File: src/rtl/uart_rx_ext_pkg.sv
// Shared types and constants for the UART receive path.
package uart_pkg;

    typedef enum logic [2:0] {
        IDLE,
        START,
        DATA,
        PARITY,
        STOP1,
        STOP2
    } rx_state_t;

    typedef enum logic [1:0] {
        PAR_NONE = 2'd0,
        PAR_EVEN = 2'd1,
        PAR_ODD  = 2'd2
    } parity_t;

    localparam int unsigned ERR_FRAME  = 0;
    localparam int unsigned ERR_PARITY = 1;

    // Encoding 3 is reserved and behaves as no parity.
    function automatic logic parity_enabled(input logic [1:0] mode);
        return (mode == PAR_EVEN) || (mode == PAR_ODD);
    endfunction

endpackage

File: src/rtl/uart_rx_ext_edge2en.sv
// Edge-to-enable converter: one-cycle pulse on the selected edge of sig_i.
module edge2en #(
    parameter bit FALL = 1'b1
) (
    input  logic clk_i,
    input  logic rst_n_i,
    input  logic sig_i,
    output logic en_o
);

    logic sig_q;

    always_ff @(posedge clk_i or negedge rst_n_i) begin
        if (!rst_n_i) sig_q <= 1'b1;
        else          sig_q <= sig_i;
    end

    assign en_o = FALL ? (sig_q & ~sig_i) : (~sig_q & sig_i);

endmodule

File: src/rtl/uart_rx_ext_sync_fifo.sv
// Synchronous first-word-fall-through FIFO with occupancy output.
module sync_fifo #(
    parameter int unsigned WIDTH = 8,
    parameter int unsigned DEPTH = 8
) (
    input  logic                     clk_i,
    input  logic                     rst_n_i,
    input  logic                     wr_en_i,
    input  logic [WIDTH-1:0]         wr_data_i,
    input  logic                     rd_en_i,
    output logic [WIDTH-1:0]         rd_data_o,
    output logic                     full_o,
    output logic                     empty_o,
    output logic [$clog2(DEPTH):0]   level_o
);

    localparam int unsigned AW = $clog2(DEPTH);

    logic [WIDTH-1:0] mem [DEPTH];
    logic [AW-1:0]    wr_ptr_q, rd_ptr_q;
    logic [AW:0]      level_q;
    logic             rd_ok, wr_ok;

    assign empty_o   = (level_q == '0);
    assign full_o    = (level_q == (AW+1)'(DEPTH));
    assign level_o   = level_q;
    assign rd_data_o = mem[rd_ptr_q];

    // A push into a full FIFO is accepted only when the head leaves in the same cycle.
    assign rd_ok = rd_en_i & ~empty_o;
    assign wr_ok = wr_en_i & (~full_o | rd_ok);

    always_ff @(posedge clk_i or negedge rst_n_i) begin
        if (!rst_n_i) begin
            for (int unsigned i = 0; i < DEPTH; i++) mem[i] <= '0;
            wr_ptr_q <= '0;
            rd_ptr_q <= '0;
            level_q  <= '0;
        end else begin
            if (wr_ok) begin
                mem[wr_ptr_q] <= wr_data_i;
                wr_ptr_q      <= wr_ptr_q + AW'(1);
            end
            if (rd_ok) rd_ptr_q <= rd_ptr_q + AW'(1);
            case ({wr_ok, rd_ok})
                2'b10:   level_q <= level_q + (AW+1)'(1);
                2'b01:   level_q <= level_q - (AW+1)'(1);
                default: level_q <= level_q;
            endcase
        end
    end

endmodule

File: src/rtl/uart_rx_ext.sv
// UART receiver with runtime parity/stop config and RX FIFO.
// Optional break detection is enabled by defining UART_RX_BREAK_DET_EN.
module uart_rx_ext
    import uart_pkg::*;
#(
    parameter int unsigned DATA_WIDTH = 8,
    parameter int unsigned FIFO_DEPTH = 8
) (
    input  logic                          clk_i,
    input  logic                          rst_n_i,
    input  logic                          uart_rx_i,
    input  logic [31:0]                   uart_rx_baud_div_i,
    input  logic [1:0]                    uart_rx_parity_i,
    input  logic                          uart_rx_stop2_i,
    output logic [DATA_WIDTH-1:0]         uart_rx_data_o,
    output logic [1:0]                    uart_rx_err_o,
    output logic                          uart_rx_data_vld_o,
    input  logic                          uart_rx_data_rdy_i,
    output logic [$clog2(FIFO_DEPTH):0]   uart_rx_level_o,
    output logic                          uart_rx_ovf_o,
    input  logic                          uart_rx_ovf_clr_i,
    output logic                          uart_rx_break_o
);

    localparam int unsigned BIT_W = (DATA_WIDTH > 1) ? $clog2(DATA_WIDTH) : 1;

    rx_state_t             state_q, state_d;
    logic                  rx_s1, rx_s2, start_fall;
    logic [31:0]           cnt_q, div_q;
    logic                  tick_q;
    logic [1:0]            par_q;
    logic                  stop2_q;
    logic [DATA_WIDTH-1:0] sh_q;
    logic [BIT_W-1:0]      bit_cnt_q;
    logic                  perr_q, ferr_q;
    logic                  finish;
    logic [1:0]            fin_err;
    logic                  fin_brk;
    logic                  push_q;
    logic [DATA_WIDTH-1:0] push_data_q;
    logic [1:0]            push_err_q;
    logic                  brk_q;
    logic                  ovf_q;
    logic                  fifo_full, fifo_empty, pop;

    always_ff @(posedge clk_i or negedge rst_n_i) begin
        if (!rst_n_i) begin
            rx_s1 <= 1'b1;
            rx_s2 <= 1'b1;
        end else begin
            rx_s1 <= uart_rx_i;
            rx_s2 <= rx_s1;
        end
    end

    edge2en #(.FALL(1'b1)) u_start_edge (
        .clk_i   (clk_i),
        .rst_n_i (rst_n_i),
        .sig_i   (rx_s2),
        .en_o    (start_fall)
    );

    always_ff @(posedge clk_i or negedge rst_n_i) begin
        if (!rst_n_i) state_q <= IDLE;
        else          state_q <= state_d;
    end

    always_comb begin
        state_d = state_q;
        finish  = 1'b0;
        fin_err = '0;
        fin_err[ERR_FRAME]  = ferr_q | ~rx_s2;
        fin_err[ERR_PARITY] = perr_q;
        case (state_q)
            IDLE:   if (start_fall) state_d = START;
            START:  if (tick_q) state_d = rx_s2 ? IDLE : DATA;
            DATA:   if (tick_q && bit_cnt_q == BIT_W'(DATA_WIDTH-1))
                        state_d = parity_enabled(par_q) ? PARITY : STOP1;
            PARITY: if (tick_q) state_d = STOP1;
            STOP1:  if (tick_q) begin
                        state_d = stop2_q ? STOP2 : IDLE;
                        finish  = ~stop2_q;
                    end
            STOP2:  if (tick_q) begin
                        state_d = IDLE;
                        finish  = 1'b1;
                    end
            default: state_d = IDLE;
        endcase
    end

`ifdef UART_RX_BREAK_DET_EN
    // Cleared by any high sample in parity or STOP1; data-zero is checked at finish.
    logic brk_cand_q;
    assign fin_brk = brk_cand_q & ~(|sh_q) & ((state_q == STOP2) | ~rx_s2);

    always_ff @(posedge clk_i or negedge rst_n_i) begin
        if (!rst_n_i) brk_cand_q <= 1'b0;
        else if (tick_q) begin
            if (state_q == START) brk_cand_q <= 1'b1;
            else if ((state_q == PARITY || state_q == STOP1) && rx_s2) brk_cand_q <= 1'b0;
        end
    end
`else
    assign fin_brk = 1'b0;
`endif

    always_ff @(posedge clk_i or negedge rst_n_i) begin
        if (!rst_n_i) begin
            cnt_q       <= '0;
            div_q       <= '0;
            tick_q      <= 1'b0;
            par_q       <= '0;
            stop2_q     <= 1'b0;
            sh_q        <= '0;
            bit_cnt_q   <= '0;
            perr_q      <= 1'b0;
            ferr_q      <= 1'b0;
            push_q      <= 1'b0;
            push_data_q <= '0;
            push_err_q  <= '0;
            brk_q       <= 1'b0;
        end else begin
            if (state_q == IDLE) begin
                if (start_fall) begin
                    cnt_q   <= uart_rx_baud_div_i >> 1;
                    div_q   <= uart_rx_baud_div_i;
                    par_q   <= uart_rx_parity_i;
                    stop2_q <= uart_rx_stop2_i;
                end
            end else begin
                cnt_q <= (cnt_q == div_q) ? '0 : cnt_q + 32'd1;
            end
            tick_q <= (state_q != IDLE) && (cnt_q == div_q);

            if (tick_q) begin
                case (state_q)
                    START: if (!rx_s2) begin
                        sh_q      <= '0;
                        bit_cnt_q <= '0;
                        perr_q    <= 1'b0;
                        ferr_q    <= 1'b0;
                    end
                    DATA: begin
                        sh_q      <= {rx_s2, sh_q[DATA_WIDTH-1:1]};
                        bit_cnt_q <= bit_cnt_q + BIT_W'(1);
                    end
                    PARITY: perr_q <= ((^sh_q) ^ rx_s2) != (par_q == PAR_ODD);
                    STOP1, STOP2: if (!rx_s2) ferr_q <= 1'b1;
                    default: ;
                endcase
            end

            push_q <= finish & ~fin_brk;
            brk_q  <= finish & fin_brk;
            if (finish) begin
                push_data_q <= sh_q;
                push_err_q  <= fin_err;
            end
        end
    end

    assign pop = ~fifo_empty & uart_rx_data_rdy_i;

    sync_fifo #(
        .WIDTH (DATA_WIDTH + 2),
        .DEPTH (FIFO_DEPTH)
    ) u_fifo (
        .clk_i     (clk_i),
        .rst_n_i   (rst_n_i),
        .wr_en_i   (push_q),
        .wr_data_i ({push_err_q, push_data_q}),
        .rd_en_i   (uart_rx_data_rdy_i),
        .rd_data_o ({uart_rx_err_o, uart_rx_data_o}),
        .full_o    (fifo_full),
        .empty_o   (fifo_empty),
        .level_o   (uart_rx_level_o)
    );

    always_ff @(posedge clk_i or negedge rst_n_i) begin
        if (!rst_n_i)                        ovf_q <= 1'b0;
        else if (push_q & fifo_full & ~pop)  ovf_q <= 1'b1;
        else if (uart_rx_ovf_clr_i)          ovf_q <= 1'b0;
    end

    assign uart_rx_ovf_o      = ovf_q;
    assign uart_rx_data_vld_o = ~fifo_empty;
    assign uart_rx_break_o    = brk_q;

endmodule
File: config.mk
export PLATFORM = sky130hd
export DESIGN_NAME = uart_rx_ext
export DESIGN_NICKNAME = d
export VERILOG_FILES = /design/src/rtl/uart_rx_ext_pkg.sv /design/src/rtl/uart_rx_ext_edge2en.sv /design/src/rtl/uart_rx_ext_sync_fifo.sv /design/src/rtl/uart_rx_ext.sv
export SDC_FILE = /design/constraint.sdc
export NUM_CORES = 1
export LEC_CHECK = 0
export ABC_AREA = 1
export CAP_MARGIN = 20
export CORE_UTILIZATION = 55
export DETAILED_ROUTE_END_ITERATION = 10
export PLACE_DENSITY = 0.74
export SETUP_SLACK_MARGIN = 0.15
export SYNTH_ARGS = -nofsm -noshare
export SYNTH_HDL_FRONTEND = slang
export SYNTH_SLANG_ARGS = --single-unit
File: constraint.sdc
create_clock -name clk_i -period 4.8 [get_ports clk_i]
set_input_delay 0.72 -clock clk_i [delete_from_list [all_inputs] [get_ports clk_i]]
set_output_delay 0.72 -clock clk_i [all_outputs]
set_load 0.01 [all_outputs]
# Word level (Yosys, flattened, before mapping)
# Index checks and enable logic that the tools add are counted.
# classes
n_reduce_logical	19
bitwise	15
n_addsub	6
mux	33
eq_ne	21
n_lt_le_gt_ge	3
# ops
operator	n
$mux W32	3
$bwmux W80	1
$add A32 B1 Y32 const B	1
$eq A32 B32 Y1	1
$bmux W10 S3	1
$demux W10 S3	1
$mux W10	3
$mux W3	9
$pmux W3 S6	1
$ne A2 B2 Y1 const B	8
$pmux W8 S2	1
$reduce_bool A2 Y1	5
$add A3 B1 Y3 const B	3
$eq A3 B3 Y1 const B	3
$ge A4 B4 Y1 const B	2
$mux W8	1
$not A3 Y4	2
$pmux W4 S2	1
$reduce_xor A8 Y1	1
$eq A3 B2 Y1 const B	2
$mux W1	6
$pmux W1 S2	3
$pmux W3 S2	1
$reduce_and A3 Y1	2
22 further kinds	35
# totals
wordCells	125
in_bits	40
ff_bits	189
out_inout_bits	17

# Logic depth before layout (Yosys ltp)
# Gate-level depths: netlist (run 1).
# logic_depth
depth_word	7
mapped_depth	12
depth_no_buf	12

# Hierarchy
# Synthesis (run 1) repeated with hierarchy kept, for this count alone.
# hier_totals
hier_cells	1348
area_unflattened_um2	10456.3
# modules_own_cells
module	seq_area_each_um2	instances	area_each_um2	cells_per_inst
uart_rx_ext	2454.9	1	5565.3	710
sync_fifo	2252.2	1	4854.7	635
edge2en	26.3	1	36.3	3

# Worst setup path before layout (run 1)
# No wires, ideal clock.
# synth_path
path_kind	flip-flop to flip-flop
startpoint	register u_fifo.level_q[2] (netlist: u_fifo.level_o[2])
endpoint	register u_fifo.level_q[3] (netlist: u_fifo.level_o[3])
required_ns	4.721
synth_period_minus_slack_ns	2.021
path_buffers	0
stages_incl_launch_ff	13
arrival_ns	1.942
setup_ns	0.079
setup_slack_ns	2.779
path_cell_list	dfrtp_1 -> nor2_1 -> nand2_4 -> nand2_4 -> nand4_2 -> nand2_4 -> ha_1 -> xor2_1 -> nand2_1 -> o21ai_0 -> nand2_1 -> a21oi_1 -> xor2_1
# synth_between
elab_chain_len	7
word_cells_on_any_way	13
cone_classes	add/sub (2); eq/ne (3); mux (1); bitwise (5); reduce/logical (2)
# synth_lines
item	line_no	source
start, declared	uart_rx_ext_sync_fifo.sv:21	logic [AW:0] level_q;
start signal, assigned	uart_rx_ext_sync_fifo.sv:46	2'b10: level_q <= level_q + (AW+1)'(1);
start signal, assigned	uart_rx_ext_sync_fifo.sv:47	2'b01: level_q <= level_q - (AW+1)'(1);
start signal, assigned	uart_rx_ext_sync_fifo.sv:48	default: level_q <= level_q;
$logic_not A4 Y1 *	uart_rx_ext_sync_fifo.sv:24	assign empty_o = (level_q == '0);
$not A1 Y1 *	-	
net uart_rx_data_vld_o	uart_rx_ext.sv:17	output logic uart_rx_data_vld_o,
$and A1 B1 Y1 *	uart_rx_ext_sync_fifo.sv:30	assign rd_ok = rd_en_i & ~empty_o;
$or A1 B1 Y1	uart_rx_ext_sync_fifo.sv:31	assign wr_ok = wr_en_i & (~full_o | rd_ok);
$and A1 B1 Y1	uart_rx_ext_sync_fifo.sv:31	
$eq A2 B1 Y1 / $eq A2 B2 Y1 (equally long branches)	uart_rx_ext_sync_fifo.sv:45	case ({wr_ok, rd_ok})
$pmux W4 S2 / $reduce_bool A2 Y1 (equally long branches)	-	
# Mark *: on every way through the listed nets, which the timed path passes. The rest lies on a longest branch.
# A chain may end at the register's enable or synchronous reset.

# Worst setup path in the final report (run 1)
# layout_path
startpoint	register u_fifo.rd_ptr_q[0]
endpoint	output port uart_rx_data_o[5]
# layout_between
elab_chain_len	4
# layout_lines
item	line_no	source
start, declared	uart_rx_ext_sync_fifo.sv:20	logic [AW-1:0] wr_ptr_q, rd_ptr_q;
start signal, assigned	uart_rx_ext_sync_fifo.sv:44	if (rd_ok) rd_ptr_q <= rd_ptr_q + AW'(1);
$not A3 Y4 (implied by the code)	uart_rx_ext_sync_fifo.sv:27	assign rd_data_o = mem[rd_ptr_q];
$bmux W10 S3	uart_rx_ext_sync_fifo.sv:27	
$mux W10 (implied by the code) (2 in series)	uart_rx_ext_sync_fifo.sv:27	
end, declared	uart_rx_ext.sv:15	output logic [DATA_WIDTH-1:0] uart_rx_data_o,
# Every way passes these cells. The select of a mux whose other input is x is not followed.

==> metrics.md, run 1 <==
| Metric | Value |
|---|---|
| Outcome | finished clean |
| DRT Wirelength | 23.0 mm |
| Worst reg-to-reg path cell count | 8 |
| Final setup vio count | 0 |
| GPL Wtd Cong | 0.923 |
| Pin count of the biggest net entering global routing | 104 |
| Initial antenna violation count | 0 |
| Total negative setup slack | 0 ns |
| Final min period | 3.73 ns |
| Register-to-Register Setup Slack | 2.18 ns |
| Vias/cell | 5.51 |
| CTS tree | done |
| Clock buffer count from CTS | 17 |
| Worst-Margin Slew | 1.01 ns |
| Detailed Route Iter0 Violations | 638 |
| Nets | 1261 |
| Mapped cell area | 0.00999 mm^2 |
| Setup crit start kind | flip-flop |
| Mapped Cells | 1189 |
| H-Tree Depth | 4 |
| Syn-to-layout area delta | 11.5% |
| Max Slew Vio Count | 0 |
| Clk slew on worst S/H paths | 0.07 ns |
| # DRC | 0 |
| Antenna-violating nets left | 0 |
| Worst-Skew Late Latency | 0.44 ns |
| Area of the multi-input gates | 0.00459 mm^2 |
| DRT Pass-1 Iters | 5 |
| GRT Residual Overflow | 0 |
| I/O pins | 57 |
| Leakage dissipation | 4.94 nW |
| Pwr per Cell Area | 466 mW/mm^2 |
| Port Buf Inserts | 55 |
| Drt wl/cell | 15.9 um |
| Reg2reg end | state_q[1] |
| GR Util All Layers | 26.6% |
| Root buf cell | clkbuf_16 |
| Clock Tree Buf Depth | 2 |
| Core footprint | 0.0175 mm^2 |
| Synth unique cells | 45 |
| Starting density of the core | 57.0% |
| Post-CTS Setup Bufs | 0 |
| Final Hold Vio Count | 0 |
| Synthesis Warnings | 0 |
| Crit path largest cell delay | 0.78 ns |
| Switching share of power | 36.0% |
| Sequential Power Share | 42.8% |
| Mean post-synth cell area | 8.40 um^2 |
| Post-Place Worst Slack | 1.56 ns |
| Setup CP Type | flip-flop to output pin |
| Worst hold slack | 0.357 ns |
| Largest fanout on the critical path | 42 |
| Setup Skew | 0.00876 ns |
| Worst EP required | 4.08 ns |
| Unrepaired setup endpoints after global routing | no |
| Combinational power share | 28.3% |
| Worst path arrival time | 3.01 ns |
| Hold buffers post-CTS | 0 |
| Fillcell total | 1504 |
| Layout cells sized above 1 | 13.1% |
| Seq/Total Area, Yosys | 47.4% |
| #FFs+latches synth | 189 |
| Antenna diode count | 0 |
| Die Wd | 137 um |
| Via count of the first global-routing pass | 7674 |
| Switching power of the nets | 1.87 mW |
| Critical-path cell list | buf_4, inv_1, o21ai_0, o22ai_1, nor2_1, a31oi_1, clkdlybuf4s50_1 |
| Die Height | 137 um |
| Worst rel slew slack | 32.6% |
| Crit-path slowest cell | inv_1 |
| Reg area | 0.00473 mm^2 |
| Post-CTS sizing | 0 |
| Syn_nets | 1238 |
| Reg-to-reg startpoint | rx_s2 |
| Fin worst setup slack | 1.07 ns |
| First-pass GRT wire length | 38.2 mm |
| Placed Cells | 1418 |
| Worst hold path type | primary input to asynchronous set/reset pin |
| CTS sink cnt | 189 |
| Via count | 7990 |
| Die area | 0.0187 mm^2 |
| Worst VDD drop | 294 uV |
| Fin crit share | 77.7% |
| Top achievable clock speed | 268 MHz |
| Clock Power Share | 28.9% |
| Crit. End Element | output pin |
| Dpl hpwl | 16.0 mm |
| Internal | 3.32 mW |
| Non-filler cells, final | 1450 |
| Reported max-cap violation count | 0 |
| Row count | 48 |
-- per-stage QoR --
| stage | util (%) | area, um^2 | power, mW |
|---|---|---|---|
| after floorplan | - | 9990 | 3.32 |
| after global placement | 59.9 | 10500 | 3.65 |
| after detailed placement | 59.9 | 10500 | 3.70 |
| after CTS | 63.5 | 11100 | 5.21 |
| after global routing | 63.5 | 11100 | 5.54 |
| final | 63.5 | 11100 | 5.19 |
-- sequential cells by signal (all words and copies together), names as in the netlist, 2 cells and up --
| signal | count |
|---|---|
| u_fifo.mem | 80 |
| cnt_q | 32 |
| div_q | 32 |
| push_data_q | 8 |
| sh_q | 8 |
| u_fifo.level_o | 4 |
| bit_cnt_q | 3 |
| state_q | 3 |
| u_fifo.rd_ptr_q | 3 |
| u_fifo.wr_ptr_q | 3 |
| par_q | 2 |
| push_err_q | 2 |
-- worst max-delay path, delay by kind of cell (launching register included) --
kind                   cells  cell delay (ns)
AO/OA/AOI/OAI              3             0.55
AND/OR/NAND/NOR            1             0.05
buffers and inverters      3             1.59
flip-flops                 1             0.36
-- synth_stat cells (all sizes together) --
cell | number | area, um^2
nand2 | 324 | 1350
o41ai | 1 | 8.76
dfstp | 3 | 78.8
inv | 80 | 303
xor2 | 24 | 210
o21ai | 177 | 1040
buf | 25 | 238
or2 | 2 | 12.5
a21oi | 24 | 120
clkinv | 1 | 3.75
clkbuf | 32 | 124
o21bai | 10 | 75.1
o22ai | 19 | 119
nor3b | 2 | 15.0
a21o | 1 | 7.51
dfrtp | 186 | 4650
nor4 | 1 | 6.26
xnor2 | 39 | 342
o211ai | 3 | 27.5
nor3 | 8 | 40.0
a31oi | 12 | 75.1
nand4 | 14 | 199
mux2 | 1 | 11.3
nand3b | 2 | 15.0
conb | 1 | 3.75
nor2 | 151 | 607
nand3 | 36 | 185
ha | 9 | 113
o31ai | 1 | 7.51
-- cell type report --
cell class / count / area share [%]
well taps: 225 / 2.53
flip-flops and latches: 189 / 42.5
clock buffers: 17 / 3.82
clock inverters: 15 / 1.81
repair buffers: 61 / 5.38
inverters: 81 / 2.75
multi-input cells: 862 / 41.2
-- how the worst max path moves through the flow --
| stage | cells past startpoint | from | end |
|---|---|---|---|
| 2_1_floorplan | 12 | u_fifo.level_o[2] | u_fifo.level_o[3] |
| 3_3_place_gp | 7 | u_fifo.rd_ptr_q[0] | uart_rx_data_o[0] |
| 3_5_place_dp | 7 | u_fifo.rd_ptr_q[0] | uart_rx_data_o[5] |
| 4_1_cts | 7 | u_fifo.rd_ptr_q[0] | uart_rx_data_o[5] |
| 5_1_grt | 7 | u_fifo.rd_ptr_q[0] | uart_rx_err_o[0] |
| 6_report | 7 | u_fifo.rd_ptr_q[0] | uart_rx_data_o[5] |
-- cell families (layout without fill, tap and decap cells) --
group / after synthesis / after routing / share of synthesized area [%]
simple gates: 540 / 540 / 24.3
compound gates: 248 / 248 / 14.8
flops: 189 / 189 / 47.4
buf+inv: 138 / 174 / 6.69
xor+xnor: 63 / 63 / 5.52
fa+ha+maj: 9 / 9 / 1.13
other cells: 1 / 1 / 0.0375
mux: 1 / 1 / 0.113
-- power by group through the flow --
stage	Sequential, mW	Clock [mW]	Combinational (mW)
2_1_floorplan	2.13	0	1.19
3_3_place_gp	2.23	0	1.42
3_5_place_dp	2.24	0	1.46
4_1_cts	2.21	1.52	1.48
5_1_grt	2.26	1.59	1.70
6_report	2.22	1.50	1.47
-- layer usage --
layer  up-vias  track usage (%)  wire length (um)
met1      3816             34.9             10000
met5         -                0                 0
li1       3916                -                 -
met2       225             44.8             11400
met3        33             4.26              1080
met4         0             9.16               493
-- cell usage in the layout, fill, tap and decap left out, types with 8 or more instances in the layout --
cell type	Yosys	routed
nand2_1	276	276
a31oi_1	12	12
clkbuf_16	0	17
o21ai_1	29	29
a21oi_1	24	24
nand2_2	45	45
xor2_1	24	24
o22ai_1	19	19
xnor2_1	39	39
o21ai_2	41	41
nor2_1	141	141
o21ai_0	107	107
nand3_1	35	35
ha_1	9	9
clkdlybuf4s50_1	0	54
o21bai_1	10	10
nor3_1	8	8
inv_1	73	73
dfrtp_1	186	186
Power figures use the tool's default switching activity.
==> run 2: changes to the inputs <==
CORE_UTILIZATION = 54   (was 55)
PLACE_DENSITY = 0.76   (was 0.74)
clock period = 3.4 ns   (was 4.8 ns; I/O delays follow)
==> metrics.md, run 2 (synthesized netlist as in run 1, its figures left out) <==
| Metric | Value |
|---|---|
| Core footprint | 0.0180 mm^2 (+2.8%) |
| Initial antenna violation count | 0 (unchanged) |
| Most frequent cells in the layout | 276 x nand2_1, 186 x dfrtp_1, 141 x nor2_1 |
| Post-CTS sizing | 0 (unchanged) |
| Fin crit share | 88.1% |
| Worst path bufs/invs | 3 (unchanged) |
| DRT Wirelength | 22.4 mm (-2.8%) |
| Worst-Skew Late Latency | 0.44 ns (about the same) |
| Worst reg-to-reg path cell count | 7 (-1) |
| Post-Place Worst Slack | 0.845 ns (-0.716 ns) |
| Final Hold Vio Count | 0 (unchanged) |
| Pwr per Cell Area | 650 mW/mm^2 (+40%) |
| Fin worst setup slack | 0.406 ns (-0.666 ns) |
| Largest Register | u_fifo.mem |
| Worst EP required | 2.89 ns (-1.19 ns) |
| Worst Setup EP | uart_rx_data_o[3] |
| Dpl cell area | 0.0106 mm^2 (+0.79%) |
| Finished layout cell area | 0.0112 mm^2 (+0.67%) |
| Detailed Route Iter0 Violations | 621 (-2.7%) |
| Setup crit start kind | flip-flop |
| Reg-to-reg startpoint | rx_s2 |
| Crit. End Element | output pin |
| Reported max-cap violation count | 0 (unchanged) |
| Hold buffers post-CTS | 0 (unchanged) |
| Top achievable clock speed | 334 MHz |
| Clock Tree Buf Depth | 2 (unchanged) |
| Nets | 1268 (+0.56%) |
| GR Util All Layers | 24.7% (-1.9 points) |
| Die area | 0.0191 mm^2 (+1.8%) |
| Via count of the first global-routing pass | 7635 (-0.51%) |
| Post-layout util | 62.2% (-1.3 points) |
| Fillcell total | 1568 (+4.3%) |
| Antenna diode count | 0 (unchanged) |
| Top Registers | u_fifo.mem: 80 flops, cnt_q: 32 flops, div_q: 32 flops |
| Syn-to-layout area delta | 12.2% |
| Register-to-Register Setup Slack | 0.96 ns (-1.22 ns) |
| # DRC | 0 (unchanged) |
| Setup Skew | 0.0109 ns (+0.00210 ns) |
| Pin count of the biggest net entering global routing | 102 (-1.9%) |
| Area of the multi-input gates | 0.00459 mm^2 (unchanged) |
| Largest fanout on the critical path | 28 (-33%) |
| GPL Wtd Cong | 0.937 (+1.5%) |
| Layout cells sized above 1 | 13.5% (+0.34 points) |
| Setup CP Type | flip-flop to output pin |
| Clock buffer count from CTS | 17 (unchanged) |
| Worst path arrival time | 2.48 ns (-0.53 ns) |
| CTS sink cnt | 189 (unchanged) |
| Tot Pwr | 7.29 mW (+40%) |
| Top Family by Delay on Critical Path | buffers and inverters |
| Die Wd | 138 um (+0.91%) |
| Crit-path slowest cell | clkdlybuf4s50_1 |
| Total negative setup slack | 0 ns (unchanged) |
| Worst path depth | 7 (unchanged) |
| CTS tree | done |
| First-pass GRT wire length | 38.1 mm (-0.43%) |
| Unrepaired setup endpoints after global routing | no |
| Vias/cell | 5.44 (-1.2%) |
| Reg2reg end | state_q[1] |
| Final min period | 2.99 ns |
| Placed Cells | 1429 (+0.78%) |
| I/O pins | 57 (unchanged) |
| H-Tree Depth | 4 (unchanged) |
| Worst-Margin Slew | 0.817 ns (-0.193 ns) |
| Dpl hpwl | 15.6 mm (-3.0%) |
| GRT Residual Overflow | 0 (unchanged) |
| Non-filler cells, final | 1460 (+0.69%) |
| Die Height | 138 um (+0.91%) |
| Leakage dissipation | 4.97 nW (+0.57%) |
| CP Launch Point | u_fifo.rd_ptr_q[0] |
| Drt wl/cell | 15.3 um (-3.4%) |
| Post-CTS Setup Bufs | 0 (unchanged) |
| Reg area | 0.00473 mm^2 (unchanged) |
| Worst hold path type | primary input to asynchronous set/reset pin |
| Worst rel slew slack | 45.5% (+13 points) |
| Antenna-violating nets left | 0 (unchanged) |
| Port Buf Inserts | 55 (unchanged) |
| Critical-path cell list | inv_1, buf_12, o21ai_0, o22ai_1, nor2_1, a31oi_1, clkdlybuf4s50_1 |
| Max reg flops | 80 (unchanged) |
| Clk slew on worst S/H paths | 0.06 ns (about the same) |
| Most common cell after layout, fill and taps aside | nand2_1 |
| Outcome | finished clean |
| Crit path largest cell delay | 0.59 ns (-0.19 ns) |
| Starting density of the core | 55.4% (-1.5 points) |
| Worst hold slack | 0.155 ns (-0.202 ns) |
| Max Slew Vio Count | 0 (unchanged) |
| Row count | 49 (+2.1%) |
| Root buf cell | clkbuf_16 |
| Worst VDD drop | 411 uV (+40%) |
| Final setup vio count | 0 (unchanged) |
| DRT Pass-1 Iters | 5 (unchanged) |
| Via count | 7947 (-0.54%) |
-- run 2: layout make-up --
class	count	area share, %
Tap cell	229	2.56
Multi-Input combinational cell	862	40.9
Sequential cell	189	42.2
Timing Repair Buffer	68	6.04
Clock inverter	9	1.21
Inverter	81	2.73
Clock buffer	22	4.32
-- run 2: per-layer routing --
layer | global-route usage [%] | wire (um) | vias up
met5 | 0 | 0 | -
met4 | 9.49 | 689 | 0
met3 | 5.02 | 885 | 47
met2 | 40.5 | 10900 | 202
met1 | 32.3 | 9930 | 3774
li1 | - | - | 3924
-- run 2: where the power goes --
group	switching [mW]	internal, mW	leakage, nW	total [mW]
registers	0.458	2.66	2.48	3.12
clock network	0.842	1.23	0.294	2.07
logic	1.23	0.862	2.19	2.09
total	2.53	4.76	4.97	7.29
-- run 2: worst min-delay path by stage --
stage / slack [ns] / to
2_1_floorplan: 0.21 / bit_cnt_q[0]
3_3_place_gp: 0.35 / rx_s2
3_5_place_dp: 0.35 / rx_s2
4_1_cts: 0.19 / u_fifo.mem[17]
5_1_grt: 0.22 / u_fifo.mem[60]
6_report: 0.16 / u_fifo.level_o[3]
-- run 2: worst register-to-register path: cells and delay by family, from the launching register on --
family                 cells  cell delay (ns)
flip-flops                 1             0.61
buffers and inverters      3             0.54
multiplexers               1             0.37
AO/OA/AOI/OAI              1             0.26
AND/OR/NAND/NOR            2             0.57
==> run 3: changes to the inputs <==
CORE_UTILIZATION = 55   (was 54)
PLACE_DENSITY = not set   (was 0.76)
PLACE_DENSITY_LB_ADDON = 0.05   (was not set)
clock period = 3.5 ns   (was 3.4 ns; I/O delays follow)
==> metrics.md, run 3 (synthesized netlist as in run 1, its figures left out) <==
| Metric | Value |
|---|---|
| Initial antenna violation count | 0 (unchanged) |
| Final Hold Vio Count | 0 (unchanged) |
| Final min period | 3.09 ns |
| I/O pins | 57 (unchanged) |
| Crit. End Element | output pin |
| GRT Residual Overflow | 0 (unchanged) |
| Hold buffers post-CTS | 0 (unchanged) |
| Nets | 1269 (+0.079%) |
| Pin count of the biggest net entering global routing | 89 (-13%) |
| H-Tree Depth | 4 (unchanged) |
| GR Util All Layers | 26.6% (+1.9 points) |
| Reported max-cap violation count | 0 (unchanged) |
| Worst-Margin Slew | 0.757 ns (-0.0607 ns) |
| Via count | 7856 (-1.1%) |
| Reg-to-reg startpoint | state_q[1] |
| Setup CP Type | flip-flop to output pin |
| Worst-Skew Late Latency | 0.43 ns (about the same) |
| Row count | 48 (-2.0%) |
| Die Height | 137 um (-0.90%) |
| Top Registers | u_fifo.mem: 80 flops, cnt_q: 32 flops, div_q: 32 flops |
| GPL Wtd Cong | 0.926 (-1.2%) |
| CP Launch Point | u_fifo.rd_ptr_q[1] |
| Post-CTS sizing | 0 (unchanged) |
| DRT Pass-1 Iters | 8 (+3) |
| Die area | 0.0187 mm^2 (-1.8%) |
| Worst EP required | 2.97 ns (+0.08 ns) |
| Core footprint | 0.0175 mm^2 (-2.7%) |
| Fillcell total | 1562 (-0.38%) |
| Fin crit share | 88.2% |
| Clock Tree Buf Depth | 2 (unchanged) |
| CTS sink cnt | 189 (unchanged) |
| Clock buffer count from CTS | 17 (unchanged) |
| Worst hold slack | 0.122 ns (-0.0337 ns) |
| Max reg flops | 80 (unchanged) |
| Port Buf Inserts | 55 (unchanged) |
| Clk slew on worst S/H paths | 0.07 ns (about the same) |
| Dpl hpwl | 16.1 mm (+3.6%) |
| Total negative setup slack | 0 ns (unchanged) |
| Largest fanout on the critical path | 21 (-25%) |
| Antenna diode count | 0 (unchanged) |
| Leakage dissipation | 4.95 nW (-0.32%) |
| Die Wd | 137 um (-0.90%) |
| DRT Wirelength | 23.1 mm (+3.3%) |
| Drt wl/cell | 15.8 um (+3.4%) |
| Setup Skew | 0.0107 ns (-0.000191 ns) |
| Detailed Route Iter0 Violations | 468 (-25%) |
| First-pass GRT wire length | 38.1 mm (about the same) |
| Worst VDD drop | 397 uV (-3.4%) |
| Root buf cell | clkbuf_16 |
| Unrepaired setup endpoints after global routing | no |
| Worst rel slew slack | 49.5% (+4.0 points) |
| Most common cell after layout, fill and taps aside | nand2_1 |
| Layout cells sized above 1 | 13.5% (+0.059 points) |
| Post-layout util | 63.6% (+1.4 points) |
| Pwr per Cell Area | 626 mW/mm^2 (-3.6%) |
| Syn-to-layout area delta | 11.7% |
| Antenna-violating nets left | 0 (unchanged) |
| # DRC | 0 (unchanged) |
| Via count of the first global-routing pass | 7581 (-0.71%) |
| Largest Register | u_fifo.mem |
| Max Slew Vio Count | 0 (unchanged) |
| Setup crit start kind | flip-flop |
| Most frequent cells in the layout | 276 x nand2_1, 186 x dfrtp_1, 141 x nor2_1 |
| Top achievable clock speed | 324 MHz |
| Outcome | finished clean |
| Starting density of the core | 57.0% (+1.5 points) |
| Vias/cell | 5.39 (-1.0%) |
| Final setup vio count | 0 (unchanged) |
| Worst path arrival time | 2.56 ns (+0.08 ns) |
| CTS tree | done |
| Worst hold path type | primary input to asynchronous set/reset pin |
| Post-CTS Setup Bufs | 0 (unchanged) |
-- run 3: metal layers --
metal  wire [um]  global-route usage (%)
met1       10400                    34.9
met2       11100                    43.9
met3         793                    4.41
met4         712                    11.1
met5           0                       0
-- run 3: worst max-delay path: stages, from the launching register on --
cell             delay [ns]
dfrtp_1                0.38
inv_1                  0.48
o21ai_0                0.18
o22ai_1                0.15
nor2_1                 0.06
a31oi_1                0.28
clkdlybuf4s50_1        0.59
-- run 3: metrics by stage --
stage          instances  power, mW  area [um^2]  setup slack, ns
6_report            1458       6.99        11200            0.414
2_1_floorplan       1189       4.55         9990             1.48
5_1_grt             1458       7.46        11200            0.230
4_1_cts             1458       7.04        11200            0.444
3_5_place_dp        1426       5.10        10600            0.920
3_3_place_gp        1426       5.06        10600            0.996
-- run 3: where the power goes --
part / leakage [nW] / total [mW] / switching [mW] / internal, mW
Sequential: 2.48 / 3.04 / 0.457 / 2.59
Clock: 0.275 / 1.92 / 0.861 / 1.06
Combinational: 2.19 / 2.03 / 1.19 / 0.835
-- run 3: layout make-up --
cell class                      count  area, um^2  area share [%]
Clock buffer                       19         433            3.88
Clock inverter                     13         144            1.29
Inverter                           81         307            2.75
Multi-Input combinational cell    862        4590            41.1
Sequential cell                   189        4730            42.4
Tap cell                          225         282            2.52
Timing Repair Buffer               69         672            6.02
-- run 3: final timing paths --
check                      slack [ns]               end  cells past startpoint
setup reg to reg                 1.16        state_q[1]                      6
min in group clk_i               0.36             rx_s2                      0
hold / removal                   0.12    u_fifo.mem[33]                      1
setup / recovery                 0.41  uart_rx_err_o[0]                      6
hold reg to reg                  0.36             rx_s2                      0
max in group asynchronous        2.52    u_fifo.mem[67]                      2
